### src/rtl/spi_slave_nbit.sv
// SPI slave, DATA_W-bit words, all SPI pins oversampled in sys_clk (CPOL/CPHA/bit order by parameter).
// Latency: rx_valid one sys_clk after the detected sample edge of the last bit; MISO follows the shifter by one cycle.
// Backpressure: none; a word completing while rx_valid is high overwrites rx_data and sets sticky rx_overrun.
module spi_slave_nbit #(
    parameter int DATA_W      = 8,
    parameter int CPOL        = 0,
    parameter int CPHA        = 0,
    parameter int MSB_FIRST   = 1,
    parameter int SYNC_STAGES = 2
) (
    input  logic              sys_clk,
    input  logic              rst_n,
    input  logic              CS_N,
    input  logic              SCK,
    input  logic              MOSI,
    output logic              MISO,
    input  logic [DATA_W-1:0] tx_data,
    output logic              tx_load,
    output logic [DATA_W-1:0] rx_data,
    output logic              rx_valid,
    input  logic              rx_ack,
    output logic              rx_overrun,
    input  logic              ovr_clr,
    output logic              busy
);

    localparam int   CNT_W    = $clog2(DATA_W + 1);
    localparam logic SCK_IDLE = (CPOL != 0);

    typedef enum logic {IDLE, ACTIVE} state_t;

    state_t                 state;
    logic [SYNC_STAGES-1:0] cs_sync, sck_sync, mosi_sync;
    logic                   cs_d, sck_d;
    logic [SYNC_STAGES:0]   fill;
    logic                   armed;
    logic [CNT_W-1:0]       bit_cnt;
    logic [DATA_W-1:0]      rx_sh, tx_sh;
    logic                   reload_pend, skip_shift;

    logic cs_s, sck_s, mosi_s, cs_fall, cs_rise, lead_edge, trail_edge;
    logic sample_edge, shift_edge, word_end, tx_first;
    logic [DATA_W-1:0] rx_next, tx_shifted;

    assign cs_s       = cs_sync[SYNC_STAGES-1];
    assign sck_s      = sck_sync[SYNC_STAGES-1];
    assign mosi_s     = mosi_sync[SYNC_STAGES-1];
    assign cs_fall    = cs_d & ~cs_s;
    assign cs_rise    = ~cs_d & cs_s;
    assign lead_edge  = (sck_d == SCK_IDLE) && (sck_s != SCK_IDLE);
    assign trail_edge = (sck_d != SCK_IDLE) && (sck_s == SCK_IDLE);
    assign sample_edge = (CPHA == 0) ? lead_edge : trail_edge;
    assign shift_edge  = (CPHA == 0) ? trail_edge : lead_edge;
    assign word_end    = sample_edge && (bit_cnt == CNT_W'(DATA_W - 1));
    assign rx_next     = (MSB_FIRST != 0) ? {rx_sh[DATA_W-2:0], mosi_s} : {mosi_s, rx_sh[DATA_W-1:1]};
    assign tx_shifted  = (MSB_FIRST != 0) ? {tx_sh[DATA_W-2:0], 1'b0} : {1'b0, tx_sh[DATA_W-1:1]};
    assign tx_first    = (MSB_FIRST != 0) ? tx_sh[DATA_W-1] : tx_sh[0];

    always_ff @(posedge sys_clk or negedge rst_n) begin
        if (!rst_n) begin
            cs_sync   <= '1;
            sck_sync  <= {SYNC_STAGES{SCK_IDLE}};
            mosi_sync <= '0;
            cs_d      <= 1'b1;
            sck_d     <= SCK_IDLE;
            fill      <= '0;
        end else begin
            cs_sync   <= {cs_sync[SYNC_STAGES-2:0], CS_N};
            sck_sync  <= {sck_sync[SYNC_STAGES-2:0], SCK};
            mosi_sync <= {mosi_sync[SYNC_STAGES-2:0], MOSI};
            cs_d      <= cs_s;
            sck_d     <= sck_s;
            fill      <= {fill[SYNC_STAGES-1:0], 1'b1};
        end
    end

    always_ff @(posedge sys_clk or negedge rst_n) begin
        if (!rst_n) begin
            state       <= IDLE;
            armed       <= 1'b0;
            bit_cnt     <= '0;
            rx_sh       <= '0;
            tx_sh       <= '0;
            reload_pend <= 1'b0;
            skip_shift  <= 1'b0;
            tx_load     <= 1'b0;
            MISO        <= 1'b0;
            rx_data     <= '0;
            rx_valid    <= 1'b0;
            rx_overrun  <= 1'b0;
            busy        <= 1'b0;
        end else begin
            tx_load <= 1'b0;
            // Only a CS_N fall seen after a genuine high level starts a transfer,
            // so a reset released mid-transfer waits for the next frame.
            armed   <= armed | (fill[SYNC_STAGES] & cs_s & cs_d);
            if (rx_ack)  rx_valid   <= 1'b0;
            if (ovr_clr) rx_overrun <= 1'b0;

            case (state)
                IDLE: begin
                    MISO <= 1'b0;
                    busy <= 1'b0;
                    if (cs_fall && armed) begin
                        state       <= ACTIVE;
                        busy        <= 1'b1;
                        bit_cnt     <= '0;
                        rx_sh       <= '0;
                        tx_sh       <= tx_data;
                        tx_load     <= 1'b1;
                        reload_pend <= 1'b0;
                        skip_shift  <= (CPHA != 0);
                    end
                end
                ACTIVE: begin
                    if (cs_rise) begin
                        state       <= IDLE;
                        busy        <= 1'b0;
                        MISO        <= 1'b0;
                        bit_cnt     <= '0;
                        rx_sh       <= '0;
                        reload_pend <= 1'b0;
                    end else begin
                        MISO <= tx_first;
                        if (sample_edge) begin
                            rx_sh <= rx_next;
                            if (word_end) begin
                                bit_cnt     <= '0;
                                rx_data     <= rx_next;
                                rx_valid    <= 1'b1;
                                reload_pend <= 1'b1;
                                if (rx_valid) rx_overrun <= 1'b1;
                            end else begin
                                bit_cnt <= bit_cnt + 1'b1;
                            end
                        end
                        // With CPHA=1 the first shift edge of a frame only confirms the preloaded bit.
                        if (shift_edge) begin
                            if (reload_pend) begin
                                tx_sh       <= tx_data;
                                tx_load     <= 1'b1;
                                reload_pend <= 1'b0;
                            end else if (skip_shift) begin
                                skip_shift <= 1'b0;
                            end else begin
                                tx_sh <= tx_shifted;
                            end
                        end
                    end
                end
                default: state <= IDLE;
            endcase
        end
    end

endmodule

### config.mk
export PLATFORM = sky130hd
export DESIGN_NAME = spi_slave_nbit
export DESIGN_NICKNAME = d
export VERILOG_FILES = /design/src/rtl/spi_slave_nbit.sv
export SDC_FILE = /design/constraint.sdc
export NUM_CORES = 1
export LEC_CHECK = 0
export CORE_MARGIN = 5
export CORE_UTILIZATION = 50
export DETAILED_ROUTE_END_ITERATION = 16
export GPL_TIMING_DRIVEN = 1
export PLACE_DENSITY = 0.75
export SLEW_MARGIN = 20
export SYNTH_ARGS = -nofsm -noshare
export SYNTH_HDL_FRONTEND = slang
export SYNTH_SLANG_ARGS = --single-unit
### constraint.sdc
create_clock -name sys_clk -period 1.74 [get_ports sys_clk]
set_input_delay 0.348 -clock sys_clk [delete_from_list [all_inputs] [get_ports sys_clk]]
set_output_delay 0.348 -clock sys_clk [all_outputs]
set_load 0.02 [all_outputs]
* After elaboration in Yosys (flattened, before gate mapping) *
Cells that the tools add are included.

word-level totals
  register bits = 47
  latch bits = 0
  memory bits (writable) = 0
  bits in read-only memories = 0
  input bits = 15
  output and inout bits = 13
  memories kept = 0

operators by class
  add/sub/neg operators = 1
  multiply operators = 0
  div/mod/pow operators = 0
  magnitude comparators = 0
  eq/ne operators = 8
  shift operators = 0
  muxes and demuxes = 48
  bitwise operators = 11
  reductions and logical operators = 8

operators by type and width
  cell                                                   count
  2-to-1 mux 8 bit                                       5
  2-to-1 mux 1 bit                                       27
  2-to-1 mux 7 bit                                       3
  2-to-1 mux 4 bit                                       4
  case mux 8 bit (2 select lines)                        1
  case mux 7 bit (2 select lines)                        1
  case mux 1 bit (2 select lines)                        6
  AND reduction 4 bit                                    3
  case mux 4 bit (2 select lines)                        1
  inequality test 2 bit, second input constant           3
  inverter 1 bit                                         6
  adder 4 x 1 -> 4 bit, second input constant            1
  AND 1 bit                                              4
  == test 4 x 3 -> 1 bit, second input constant          1
  logical AND 1 bit                                      4
  inequality test 2 x 1 -> 1 bit, second input constant  2
  inequality test 3 x 1 -> 1 bit, second input constant  1
  inequality test 3 bit, second input constant           1
  AND reduction 2 bit                                    1
  OR 1 bit                                               1

* Depth between registers and ports, before layout *
Gate-level depths: netlist of run 1.

  depth in word-level cells = 9
  gate-level depth with buffers = 6
  mapped depth without buffers = 4

* Worst setup path before layout of run 1 *
OpenSTA, ideal clock, no wires.

  path kind = register -> register
  start point = register cs_d
  end point = register rx_data[0]
  library setup time = 0.125 ns
  arrival = 1.437 ns
  setup slack = 0.178 ns
  stages on the path, launching flop included = 7
  buffers on the path = 2
  clock period less this slack = 1.562 ns
  cells stage by stage = dfstp_2 -> nand2b_4 -> and2_1 -> buf_4 -> nand4_4 -> buf_6 -> mux2_4

between the ends
  longest elaborated chain between the ends = 4

ends and longest elaborated chain
  element                        RTL line  source
  start, declared                34        logic cs_d, sck_d;
  start signal, assigned         71        cs_d <= cs_s;
  inverter 1 bit                 49        assign cs_rise = ~cs_d & cs_s;
  AND 1 bit                      49
  inverter 1 bit (no line)       --
  AND reduction 4 bit (no line)  --
  end signal, assigned           129       rx_data <= rx_next;
  end, declared                  19        output logic [DATA_W-1:0] rx_data,

Every way passes these cells.
A chain may end at the register's enable or synchronous reset.

* Worst setup path after layout of run 1 *
  start point = register rx_data[7]
  end point = output rx_data[7]

No word-level cell between the ends.

==> flow_summary.ini, run 1 <==
[floorplan]
core_mm2 = 0.00363
rows = 22
io_pins = 28
initial_core_util = 0.514
die_area_mm2 = 0.00506
die-height_um = 71.1
fp.dieW_um = 71.1

[worst_setup_path]
cp_top_family = buffers and inverters
cp-end-kind = primary output
cp_slowest_cell = clkdlybuf4s50_1
cp_num_buf_inv = 1
crit_required_ns = 1.39
crit_fanout = 2
cp.arrival_ns = 1.28
worstPathCellList = clkdlybuf4s50_1
crit_cells = 1
slowest_delay_ns = 0.61
start_kind = register
r2r.worst_path.cells = 4
crit_type = register to primary output

[grt]
grt_max_degree = 31
grt_pass1_vias = 1277
grt_pass1_wl_um = 5900
grt_overflow = 0
grt_antenna_before_repair = 0
grtUsageTotal = 0.150

[routing]
drt_iter0_drc = 68
drc = 0
vias = 1237
drtPass1Iterations = 4
wl_met2_um = 1690
topRoutingLayerUsed = met4
route.layer.met1.wl_um = 1450
drtAntennaViolNets = 0
via_per_inst = 5.24
post_drt_wl_per_cell_um = 14.2
wl_um = 3350
wl_met3_um = 161

[logic_synthesis]
synthCells = 153
synth_enable_flop_cells = 0
yosys.cell_types.count = 32
yosysWarnings = 0
postSynthAreaPerCell_um2 = 12.2
yosys-top-cells-area = dfrtp_1 (58%), mux2_4 (5.6%), o21ai_0 (5.1%)
synth-seq-cells = 46
yosys.cell_count.top_type = dfrtp_1
synth-async-reset-ratio = 1.00
synth_commonest_cells = dfrtp_1 (43), o21ai_0 (19), nand2_1 (15)
syn_nets = 169
synthesis.area_mm2 = 0.00187
yosysTopAreaCellShare = 0.576
ys_seq_area_frac = 0.619
yosysTopAreaCell = dfrtp_1
synthFlopType = dfrtp_1

[timing]
setup_viol = 0
rsz0062_at_grt = false
max-slew-margin-rel = 0.583
finalCriticalPeriod_ns = 1.62
slew_viol_final = 0
skew_ns = 0.00536
final_hold_viol_count = 0
fin_crit_sh = 0.933
fmax_mhz = 616
tightest_slew_ns = 0.626
fin_tns_setup_ns = 0

[min_path]
worstHoldPathType = primary input to asynchronous set/reset pin

[clock_tree]
cts_setup_buffers = 0
ctsResizeCount = 0
root_buffer = clkbuf_8
clock_latency_ns = 0.29
cts_sinks = 46
clkTransAtPathRegs_ns = 0.08
cts_buffers = 5
cts_tree = built
htreeDepth = 2
cts.path.max_buffers = 2
hold_buffers = 0

[finish]
nNetsFinal = 203
final_layout_size_suffix_gt1_frac = 0.170
syn_to_final_growth_pct = 22.8
nFillCells = 300
diodes = 0
final_core_util = 0.631

[run_status]
status = complete, no violations

[pwr]
power_density_mw_per_mm2 = 967
ir_drop_uv = 503
power.leakage_uw = 0.00107

[place]
gp_congestion = 0.757
port_buffers = 27
hpwl_um = 2420

[run]
maxCapViolations = 0
-- cells in the final DEF, fill, tap and decap left out, types with 2 or more instances in the layout --
cell type | netlist | routed
dfrtp_1 | 43 | 43
clkdlybuf4s50_1 | 0 | 26
o21ai_0 | 19 | 19
nand2_1 | 15 | 15
inv_1 | 14 | 14
nand4_1 | 9 | 9
mux2i_1 | 8 | 8
mux2_4 | 7 | 7
buf_4 | 2 | 7
clkbuf_8 | 0 | 6
nand3_1 | 4 | 4
nor2b_1 | 3 | 3
dfstp_2 | 3 | 3
a31o_2 | 2 | 2
a21oi_1 | 2 | 2
a21o_1 | 2 | 2
-- stage by stage --
stage          hold slack (ns)  power (uW)  instances  worst slack [ns]  area, um2
4_1_cts                 0.0818        2240        236             0.104       2290
2_1_floorplan           0.0524        1460        153             0.178       1870
5_1_grt                  0.112        2360        236            0.0659       2290
3_3_place_gp             0.332        1570        228             0.185       2200
6_report                0.0676        2220        236             0.116       2290
3_5_place_dp             0.337        1590        228             0.136       2200
-- area by class of cell --
| class | instances | area [um2] | share of cell area |
|---|---|---|---|
| Tap cell | 48 | 60.1 | 0.0262 |
| Timing Repair Buffer | 34 | 318 | 0.139 |
| Clock inverter | 1 | 5.00 | 0.00218 |
| Clock buffer | 7 | 86.3 | 0.0377 |
| Inverter | 14 | 52.6 | 0.0229 |
| Sequential cell | 46 | 1150 | 0.504 |
| Multi-Input combinational cell | 86 | 616 | 0.269 |
-- worst paths after layout --
path,from,end,slack (ns)
max reg2reg,cs_d$_DFF_PN1_,rx_data[4]$_DFFE_PN0P_,0.14
max in group asynchronous,rst_n,tx_sh[0]$_DFFE_PN0P_,1.10
min,rst_n,fill[0]$_DFF_PN0_,0.07
min in group sys_clk,fill[0]$_DFF_PN0_,fill[1]$_DFF_PN0_,0.35
min reg2reg,fill[0]$_DFF_PN0_,fill[1]$_DFF_PN0_,0.35
max,rx_data[7]$_DFFE_PN0P_,rx_data[7],0.12
-- sequential cells by signal (all words and copies together), names as in the netlist --
register     flops
MISO             1
armed            1
bit_cnt          4
busy             1
cs_d             1
cs_sync          2
fill             3
mosi_sync        2
reload_pend      1
rx_data          8
rx_overrun       1
rx_sh            7
rx_valid         1
sck_d            1
sck_sync         2
state            1
tx_load          1
tx_sh            8
-- per-layer routing --
metal  up-vias  track usage
met3         7       0.0554
met1       609        0.187
met5         -            0
met2        29        0.244
li1        592            -
met4         0       0.0438
-- cells by family after synthesis --
family                     after synthesis  share of synthesized area
AOI/OAI and AO/OA                       30                     0.0965
adders and majority gates                1                    0.00670
buffers and inverters                   21                     0.0516
DFF                                     46                      0.619
muxes                                   16                      0.105
other                                    1                    0.00201
and+or+nand+nor                         38                      0.119
-- report_power, final --
group / switching [uW] / internal (uW) / leakage, uW
Sequential: 69.4 / 1190 / 0.000591
Combinational: 168 / 146 / 0.000431
Clock: 327 / 320 / 0.0000482
Total: 564 / 1650 / 0.00107
Power figures use the tool's default switching activity.
==> inputs of run 2 (changes only) <==
==> constraint.sdc (replaced) <==
create_clock -name sys_clk -period 1.7 [get_ports sys_clk]
set_input_delay 0.34 -clock sys_clk [delete_from_list [all_inputs] [get_ports sys_clk]]
set_output_delay 0.34 -clock sys_clk [all_outputs]
set_load 0.02 [all_outputs]
==> run 2 against run 1 <==
Worst hold slack improved by 0.049 ns; clock skew grew 0.0019 ns; sequential power is essentially flat; sequential cell count stayed put; critical endpoint is now rx_data[5]; largest power group unchanged.
==> flow_summary.ini, run 2 (synthesis gave the netlist of run 1 again) <==
[run_status]
status = complete, no violations

[finish]
diodes = 0
final_common_cell = dfrtp_1
nFillCells = 302
syn_to_final_growth_pct = 22.6
mostFrequentLayoutCells = dfrtp_1 (43), clkdlybuf4s50_1 (26), o21ai_0 (19), nand2_1 (15), inv_1 (14)
top_regs = rx_data (8), tx_sh (8), rx_sh (7)
multi_input_area_um2 = 616
nNetsFinal = 202
final_layout_size_suffix_gt1_frac = 0.171
ff_latch_area_mm2 = 0.00115

[worst_setup_path]
worstPathCellList = clkdlybuf4s50_1
crit_required_ns = 1.36
cp-end-kind = primary output
start_kind = register
cp_num_buf_inv = 1
crit_fanout = 2
cp.arrival_ns = 1.28
cp_top_family = buffers and inverters
slowest_delay_ns = 0.61
crit_type = register to primary output
cp_slowest_cell = clkdlybuf4s50_1

[floorplan]
core_mm2 = 0.00363
die-height_um = 71.1
die_area_mm2 = 0.00506
rows = 22
io_pins = 28
fp.dieW_um = 71.1
initial_core_util = 0.514

[clock_tree]
clkTransAtPathRegs_ns = 0.08
cts_setup_buffers = 0
hold_buffers = 0
clock_latency_ns = 0.30
htreeDepth = 2
root_buffer = clkbuf_8
cts_sinks = 46
cts_buffers = 5
cts.path.max_buffers = 2
cts_tree = built
ctsResizeCount = 0

[grt]
grt_overflow = 0
grt_max_degree = 47
grt_antenna_before_repair = 0
grt_pass1_vias = 1228
grtUsageTotal = 0.144
grt_pass1_wl_um = 5690

[routing]
drtAntennaViolNets = 0
via_per_inst = 5.23
wl_um = 3180
drtPass1Iterations = 4
drc = 0
post_drt_wl_per_cell_um = 13.5
vias = 1229
drt_iter0_drc = 71

[timing]
holdWs_ns = 0.117
fin_tns_setup_ns = 0
fmax_mhz = 619
finalCriticalPeriod_ns = 1.62
tightest_slew_ns = 0.546
slew_viol_final = 0
skew_ns = 0.00727
final_hold_viol_count = 0
rsz0062_at_grt = false
max-slew-margin-rel = 0.636
fin_crit_sh = 0.951
setup_viol = 0
setup_ws_ns = 0.0837

[place]
hpwl_um = 2230
port_buffers = 27
gp_congestion = 0.755
dp_slack_ns = 0.0837

[pwr]
total_power_uw = 2280
power.leakage_uw = 0.00106
ir_drop_uv = 555
power_density_mw_per_mm2 = 995

[run]
maxCapViolations = 0

[min_path]
worstHoldPathType = primary input to asynchronous set/reset pin
==> run 2: changes by cell type in the layout (fill, tap and decap cells not counted) <==
cell / before / now
buf_4: 7 / 6
clkbuf_1: 1 / 0
clkinvlp_4: 0 / 1
==> run 2: power by group <==
part	internal (uW)	total (uW)	leakage [uW]	switching [uW]
Sequential	1210	1290	0.000591	73.6
Clock	327	679	0.0000472	352
Combinational	148	310	0.000426	162
Total	1690	2280	0.00106	588
==> run 2: worst paths after layout <==
kind,endpoint,cells past startpoint,from,slack (ns)
worst max-delay path,rx_data[5],1,rx_data[5]$_DFFE_PN0P_,0.08
worst min-delay path,state$_DFF_PN0_,2,rst_n,0.12
worst max register to register,rx_data[1]$_DFFE_PN0P_,4,cs_d$_DFF_PN1_,0.10
worst min register to register,fill[2]$_DFF_PN0_,0,fill[1]$_DFF_PN0_,0.35
max in group asynchronous,cs_d$_DFF_PN1_,2,rst_n,1.21
min in group sys_clk,fill[2]$_DFF_PN0_,0,fill[1]$_DFF_PN0_,0.35
==> run 2: routing by layer <==
layer  vias up  wire length, um  GRT usage
met5         -                0          0
met4         0               63     0.0689
met3         6              185     0.0497
met2        29             1550      0.228
met1       603             1380      0.178
li1        591                -          -
==> run 2: layout make-up <==
cell class                      count  area share
Sequential cell                    46       0.505
Timing Repair Buffer               33       0.136
Tap cell                           48      0.0262
Inverter                           14      0.0230
Multi-Input combinational cell     86       0.269
Clock inverter                      2     0.00547
Clock buffer                        6      0.0361
==> run 2: per-stage QoR <==
step	instances	instance area (um2)	utilization
after global routing	235	2290	0.630
after floorplan	153	1870	-
after global placement	227	2190	0.604
after CTS	235	2290	0.630
final	235	2290	0.630
after detailed placement	227	2190	0.604
